<file path="config.mk">
export PLATFORM = sky130hd
export DESIGN_NAME = peri_pwm_ramp_ctrl
export DESIGN_NICKNAME = d
export VERILOG_FILES = /design/src/rtl/peri_pwm_ramp_ctrl.sv
export SDC_FILE = /design/constraint.sdc
export NUM_CORES = 1
export LEC_CHECK = 0
export BUFFER_PORTS_ARGS = -buffer_cell sky130_fd_sc_hd__buf_2
export CORE_UTILIZATION = 55
export DETAILED_ROUTE_END_ITERATION = 10
export PLACE_DENSITY = 0.74
export SLEW_MARGIN = 25
export SYNTH_ARGS = -nofsm -noshare
export SYNTH_HDL_FRONTEND = slang
export SYNTH_SLANG_ARGS = --single-unit
</file>
<file path="constraint.sdc">
create_clock -name clk_i -period 11.55 [get_ports clk_i]
set_clock_uncertainty 0.1 [all_clocks]
set_input_delay 0 -clock clk_i [delete_from_list [all_inputs] [get_ports clk_i]]
set_output_delay 0 -clock clk_i [all_outputs]
set_load 0.02 [all_outputs]
</file>
<file path="src/rtl/peri_pwm_ramp_ctrl.sv">
// Wishbone slave holding per-channel duty targets, plus a Wishbone master that ramps each
// channel's current duty toward its target by STEP on every prescaler tick.
module peri_pwm_ramp_ctrl #(
  parameter int unsigned CHANNELS = 4
) (
  input  logic                clk_i,
  input  logic                rst_ni,
  input  logic                wb_we_i,
  input  logic                wb_stb_i,
  output logic                wb_ack_o,
  input  logic [3:0]          wb_adr_i,
  input  logic [7:0]          wb_dat_i,
  output logic [7:0]          wb_dat_o,
  output logic [CHANNELS-1:0] ch_stb_o,
  output logic                ch_we_o,
  output logic [7:0]          ch_dat_o,
  input  logic [CHANNELS-1:0] ch_ack_i
);

  localparam logic [2:0] LastCh = 3'(CHANNELS - 1);

  typedef enum logic [1:0] {StIdle, StCalc, StWrite, StNext} state_e;

  state_e              state_q;
  logic [2:0]          ch_q;
  logic [7:0]          tgt_q [8];
  logic [7:0]          cur_q [8];
  logic [15:0]         div_q;
  logic [15:0]         presc_q;
  logic [7:0]          step_q;
  logic                en_q;
  logic                ovr_q;
  logic                pend_q;
  logic                wb_ack_q;
  logic [7:0]          wb_dat_q;
  logic [CHANNELS-1:0] stb_q;
  logic [7:0]          dat_q;

  logic                wb_acc;
  logic                wb_wr;
  logic                tgt_wr;
  logic                ctrl_wr;
  logic                busy;
  logic                tick;
  logic                consume;
  logic                overrun;
  logic                ack_hit;
  logic [7:0]          rd_data;
  logic [7:0]          tgt_sel;
  logic [7:0]          cur_sel;
  logic [7:0]          mag;
  logic                up;
  logic [7:0]          new_duty;
  logic [CHANNELS-1:0] ch_sel;

  // Every access sees exactly one wait state; a held strobe acks on alternate cycles.
  assign wb_acc  = wb_stb_i & ~wb_ack_q;
  assign wb_wr   = wb_acc & wb_we_i;
  assign tgt_wr  = wb_wr & ~wb_adr_i[3] & (32'(wb_adr_i[2:0]) < CHANNELS);
  assign ctrl_wr = wb_wr & (wb_adr_i == 4'hF);
  assign busy    = (state_q != StIdle);

  assign tick    = en_q & (presc_q == div_q);
  assign consume = (state_q == StIdle) & pend_q & en_q;
  assign overrun = tick & pend_q & ~consume;
  assign ack_hit = |(ch_ack_i & stb_q);

  always_comb begin
    rd_data = 8'h00;
    if (!wb_adr_i[3]) begin
      if (32'(wb_adr_i[2:0]) < CHANNELS) begin
        rd_data = cur_q[wb_adr_i[2:0]];
      end
    end else begin
      unique case (wb_adr_i[2:0])
        3'd0:    rd_data = div_q[7:0];
        3'd1:    rd_data = div_q[15:8];
        3'd2:    rd_data = step_q;
        3'd7:    rd_data = {5'b0, ovr_q, busy, en_q};
        default: rd_data = 8'h00;
      endcase
    end
  end

  // Next duty for the channel under evaluation; clamps to the target so it never overshoots.
  always_comb begin
    tgt_sel = tgt_q[ch_q];
    cur_sel = cur_q[ch_q];
    up      = tgt_sel > cur_sel;
    mag     = up ? (tgt_sel - cur_sel) : (cur_sel - tgt_sel);
    if ((step_q == 8'h00) || (mag <= step_q)) begin
      new_duty = tgt_sel;
    end else if (up) begin
      new_duty = cur_sel + step_q;
    end else begin
      new_duty = cur_sel - step_q;
    end
  end

  always_comb begin
    ch_sel = '0;
    for (int i = 0; i < CHANNELS; i++) begin
      ch_sel[i] = (ch_q == 3'(i));
    end
  end

  always_ff @(posedge clk_i or negedge rst_ni) begin
    if (!rst_ni) begin
      wb_ack_q <= 1'b0;
      wb_dat_q <= 8'h00;
      div_q    <= 16'h0000;
      step_q   <= 8'h00;
      en_q     <= 1'b0;
      ovr_q    <= 1'b0;
      for (int i = 0; i < 8; i++) begin
        tgt_q[i] <= 8'h00;
      end
    end else begin
      wb_ack_q <= wb_acc;
      wb_dat_q <= wb_acc ? rd_data : 8'h00;
      if (tgt_wr) begin
        tgt_q[wb_adr_i[2:0]] <= wb_dat_i;
      end
      if (wb_wr && (wb_adr_i == 4'h8)) begin
        div_q[7:0] <= wb_dat_i;
      end
      if (wb_wr && (wb_adr_i == 4'h9)) begin
        div_q[15:8] <= wb_dat_i;
      end
      if (wb_wr && (wb_adr_i == 4'hA)) begin
        step_q <= wb_dat_i;
      end
      if (ctrl_wr) begin
        en_q <= wb_dat_i[0];
      end
      // A fresh overrun wins over a simultaneous write-1-to-clear.
      if (overrun) begin
        ovr_q <= 1'b1;
      end else if (ctrl_wr && wb_dat_i[2]) begin
        ovr_q <= 1'b0;
      end
    end
  end

  always_ff @(posedge clk_i or negedge rst_ni) begin
    if (!rst_ni) begin
      presc_q <= 16'h0000;
    end else if (!en_q || tick) begin
      presc_q <= 16'h0000;
    end else begin
      presc_q <= presc_q + 16'h0001;
    end
  end

  always_ff @(posedge clk_i or negedge rst_ni) begin
    if (!rst_ni) begin
      state_q <= StIdle;
      ch_q    <= 3'd0;
      pend_q  <= 1'b0;
      stb_q   <= '0;
      dat_q   <= 8'h00;
      for (int i = 0; i < 8; i++) begin
        cur_q[i] <= 8'h00;
      end
    end else begin
      if (!en_q) begin
        pend_q <= 1'b0;
      end else if (tick) begin
        pend_q <= 1'b1;
      end else if (consume) begin
        pend_q <= 1'b0;
      end

      unique case (state_q)
        StIdle: begin
          if (pend_q && en_q) begin
            ch_q    <= 3'd0;
            state_q <= StCalc;
          end
        end
        StCalc: begin
          if (tgt_sel == cur_sel) begin
            state_q <= StNext;
          end else begin
            cur_q[ch_q] <= new_duty;
            stb_q       <= ch_sel;
            dat_q       <= new_duty;
            state_q     <= StWrite;
          end
        end
        StWrite: begin
          if (ack_hit) begin
            stb_q   <= '0;
            dat_q   <= 8'h00;
            state_q <= StNext;
          end
        end
        StNext: begin
          // Dropping EN abandons the rest of the pass.
          if ((ch_q == LastCh) || !en_q) begin
            state_q <= StIdle;
          end else begin
            ch_q    <= ch_q + 3'd1;
            state_q <= StCalc;
          end
        end
        default: state_q <= StIdle;
      endcase
    end
  end

  assign wb_ack_o = wb_ack_q;
  assign wb_dat_o = wb_dat_q;
  assign ch_stb_o = stb_q;
  assign ch_we_o  = |stb_q;
  assign ch_dat_o = dat_q;

endmodule

</file>
==> flow_summary_export.csv <==
group,metric,value,unit
min_path,min_to,"state_q[0]$_DFFE_PN0P_",
clock_tree,clock_latency,0.44,ns
yosys,ys_ff_latch,197,
clock_tree,clockBufferDepth,2,
global_routing,overflow,0,
drt,wire_per_inst,20.3,um
floorplan,num_rows,49,
clock_tree,cts_resized,0,
clock_tree,cts_tree,"done",
yosys,synthArstFlopShare,100,%
global_routing,antenna_found_initial,0,
sta,worstMarginPinSlew,0.909,ns
yosys,netlist_area,0.0102,mm2
drt,routed_wl,25300,um
clock_tree,numCtsBuffers,17,
clock_tree,clockRootBuffer,"clkbuf_16",
power,finalPower,3.71,mW
sta,hold_viol_final,0,
drt,dr.pass1.iters,11,
sta,fin_hold_ws,0.0478,ns
sta,final_max_slew_viol_count,0,
worst_setup_path,rrSetupSlack,4.64,ns
worst_setup_path,r2r-start,"ch_q[1]$_DFFE_PN0P_",
floorplan,die_w,138,um
clock_tree,clkTransAtPathRegs,0.08,ns
worst_setup_path,startpoint,"ch_q[1]$_DFFE_PN0P_",
yosys,synth_edf_count,0,
floorplan,coreArea,0.0181,mm2
global_routing,grt_pass1_vias,7381,
yosys,ys.flop_type,"dfrtp_1",
sta,fin_crit_sh,59.9,%
global_routing,grt_usage,28.3,%
worst_setup_path,worstPathArrival,7.09,ns
min_path,worst_hold_path.num_cells,6,
yosys,syn_inst,992,
worst_setup_path,r2r-end,"cur_q[22]$_DFFE_PN0P_",
drt,drtIter0Drc,681,
worst_setup_path,critPathMaxFanout,31,
sta,maxSlewHeadroom,37.7,%
layout,drive_above_1_share,16.8,%
yosys,synth-seq-area-share,48.2,%
drt,ant_nets,0,
sta,min_period,6.91,ns
clock_tree,cts.htree.levels,4,
sta,max_freq,0.145,GHz
clock_tree,cts_setup_buffers,0,
floorplan,die_h,138,um
global_routing,grt_pass1_wl,41200,um
worst_setup_path,crit_type,"reg2reg",
sta,fin_ws,4.64,ns
clock_tree,cts_hold_buf,15,
layout,syn_to_final_growth,10.8,%
floorplan,ios,42,
placement,dp_slack,4.90,ns
sta,fin_tns_setup,0,ns
run_status,violations,"design-rule violations",
power,peakVddDrop,0.000238,V
placement,gp_congestion,0.931,
run_status,status,"complete, but fails checks",
drt,vias_per_cell,5.90,
placement,hpwl,17500,um
clock_tree,numClockSinks,197,
yosys,synth_nets,1056,
worst_setup_path,startpoint_type,"register",
layout,fin_nets,1071,
power,p_leak,5.32,nW
floorplan,dieArea,0.0191,mm2
sta,setup_viol,0,
power,powerDensity,327,mW/mm2
worst_setup_path,end_kind,"register",
yosys,ys_types,59,
floorplan,start_util,56.5,%
min_path,min-delay-start,"ch_ack_i[0]",
layout,insertedDiodeCount,0,
drt,drcViolationCount,2,
job,cap_violations,0,
global_routing,grt_start_max_net_pins,126,
worst_setup_path,required,11.73,ns
min_path,min_path_type,"in2reg",
yosys,postSynthAreaPerCell,10.3,um2
placement,io_buffers,41,
layout,utilization,62.6,%
yosys,ys_warn_count,0,
drt,num_vias,7374,
worst_setup_path,r2r_cells,23,
sta,rsz0062_at_grt,"false",
## kinds of logic (layout without fill, tap and decap cells)
kind of cell,after synthesis,after routing,synth area share (%)
simple gates,297,297,12.8
mux,115,115,14.8
compound gates,193,193,11.2
flops,197,197,48.2
xor+xnor,41,41,3.51
fa+ha+maj,44,44,5.60
buf+inv,105,133,3.94
## registers in the layout, summed over array words and instances (netlist names), 4 cells and up
| register | flops |
|---|---|
| ch_stb_o | 4 |
| div_q | 16 |
| step_q | 8 |
| tgt_q | 64 |
| wb_dat_o | 8 |
| presc_q | 16 |
| ch_dat_o | 8 |
| cur_q | 64 |
## synth_stat cells, drive strengths merged, types with 3 or more instances
library cell | count | area (um2)
nor2 | 60 | 225
nor4 | 4 | 25.0
dfrtp | 197 | 4930
a211oi | 6 | 45.0
or3 | 3 | 18.8
o21bai | 3 | 22.5
nand3 | 18 | 90.1
a21oi | 28 | 140
or2 | 3 | 18.8
a31oi | 4 | 40.0
fa | 3 | 60.1
nand2 | 158 | 593
nand4 | 5 | 31.3
mux2i | 32 | 320
and3 | 8 | 50.1
mux2 | 60 | 676
nor2b | 9 | 56.3
a21o | 3 | 22.5
ha | 41 | 513
and2 | 6 | 37.5
mux4 | 23 | 518
nor3 | 7 | 35.0
inv | 37 | 139
buf | 12 | 53.8
xnor2 | 12 | 105
nor3b | 3 | 27.5
nand2b | 6 | 37.5
xor2 | 29 | 254
o21a | 4 | 30.0
a221oi | 8 | 70.1
a22oi | 7 | 52.6
clkbuf | 55 | 206
o21ai | 112 | 561
## per-stage QoR
step | instances | instance area [um2]
floorplan | 992 | 10200
global route | 1249 | 11300
CTS | 1249 | 11300
global placement | 1202 | 10500
detailed placement | 1202 | 10500
finish | 1249 | 11300
## layer usage
| metal | wire, um | part of all wire [%] | global-route usage (%) | vias up |
|---|---|---|---|---|
| li1 | - | - | - | 3464 |
| met1 | 11300 | 45 | 39.2 | 3635 |
| met2 | 11800 | 46 | 43.4 | 230 |
| met3 | 1430 | 5.7 | 6.03 | 45 |
| met4 | 844 | 3.3 | 11.9 | 0 |
| met5 | 0 | 0 | 0 | - |
## worst max-delay path by stage
stage / to / slack [ns]
after CTS: cur_q[25]$_DFFE_PN0P_ / 4.81
final: cur_q[22]$_DFFE_PN0P_ / 4.64
after floorplan: cur_q[17]$_DFFE_PN0P_ / 5.61
after global placement: cur_q[42]$_DFFE_PN0P_ / 5.07
after detailed placement: cur_q[25]$_DFFE_PN0P_ / 4.90
after global routing: cur_q[45]$_DFFE_PN0P_ / 4.22
## cells in the final DEF (no fill, tap or decap), types with 4 or more instances in the layout
cell	Yosys	final
a211oi_1	6	6
a21oi_1	28	28
a221oi_1	8	8
a22oi_1	7	7
and2_1	6	6
and3_1	8	8
buf_2	4	40
buf_4	1	7
clkbuf_16	0	17
clkinv_8	0	4
dfrtp_1	197	196
dlygate4sd3_1	0	15
ha_1	41	41
inv_1	37	37
mux2_2	60	60
mux2i_1	32	32
mux4_2	23	23
nand2_1	158	158
nand2b_1	6	6
nand3_1	18	18
nand4_1	5	5
nor2_1	60	60
nor2b_1	9	9
nor3_1	7	6
nor4_1	4	4
o21a_1	4	4
o21ai_0	102	102
o21ai_1	10	10
xnor2_1	12	12
xor2_1	29	29
## worst max-delay path, cell delays in order (launching register included)
cell      delay, ns
dfrtp_2        0.56
buf_4          0.45
clkinv_1       0.44
nor2_1         0.33
a22oi_1        0.13
a21oi_1        0.19
a221o_1        0.26
inv_1          0.08
ha_1           0.39
nand4_1        0.14
or2_2          0.31
o21ai_1        0.15
buf_4          0.29
mux2_2         0.37
a21oi_1        0.12
o21ai_0        0.11
xor2_1         0.17
ha_1           0.30
nand3_1        0.09
nor2_1         0.12
a221o_1        0.19
o311a_1        0.39
mux2i_1        0.79
o21ai_0        0.26
## cell type report
| type | count | area, um2 |
|---|---|---|
| clock buffer | 17 | 425 |
| sequential | 197 | 4930 |
| clock inverter | 15 | 225 |
| multi-input combinational | 690 | 4900 |
| fill | 1455 | 6760 |
| tap | 229 | 287 |
| timing repair buffer | 63 | 418 |
| inverter | 38 | 143 |
## power breakdown
part | internal, mW | switching [mW] | leakage (nW) | total, mW
clock | 0.339 | 0.308 | 0.311 | 0.646
combinational | 0.794 | 1.36 | 2.37 | 2.15
sequential | 0.810 | 0.0999 | 2.64 | 0.910
total | 1.94 | 1.76 | 5.32 | 3.71
(Power assumes the default switching activity.)
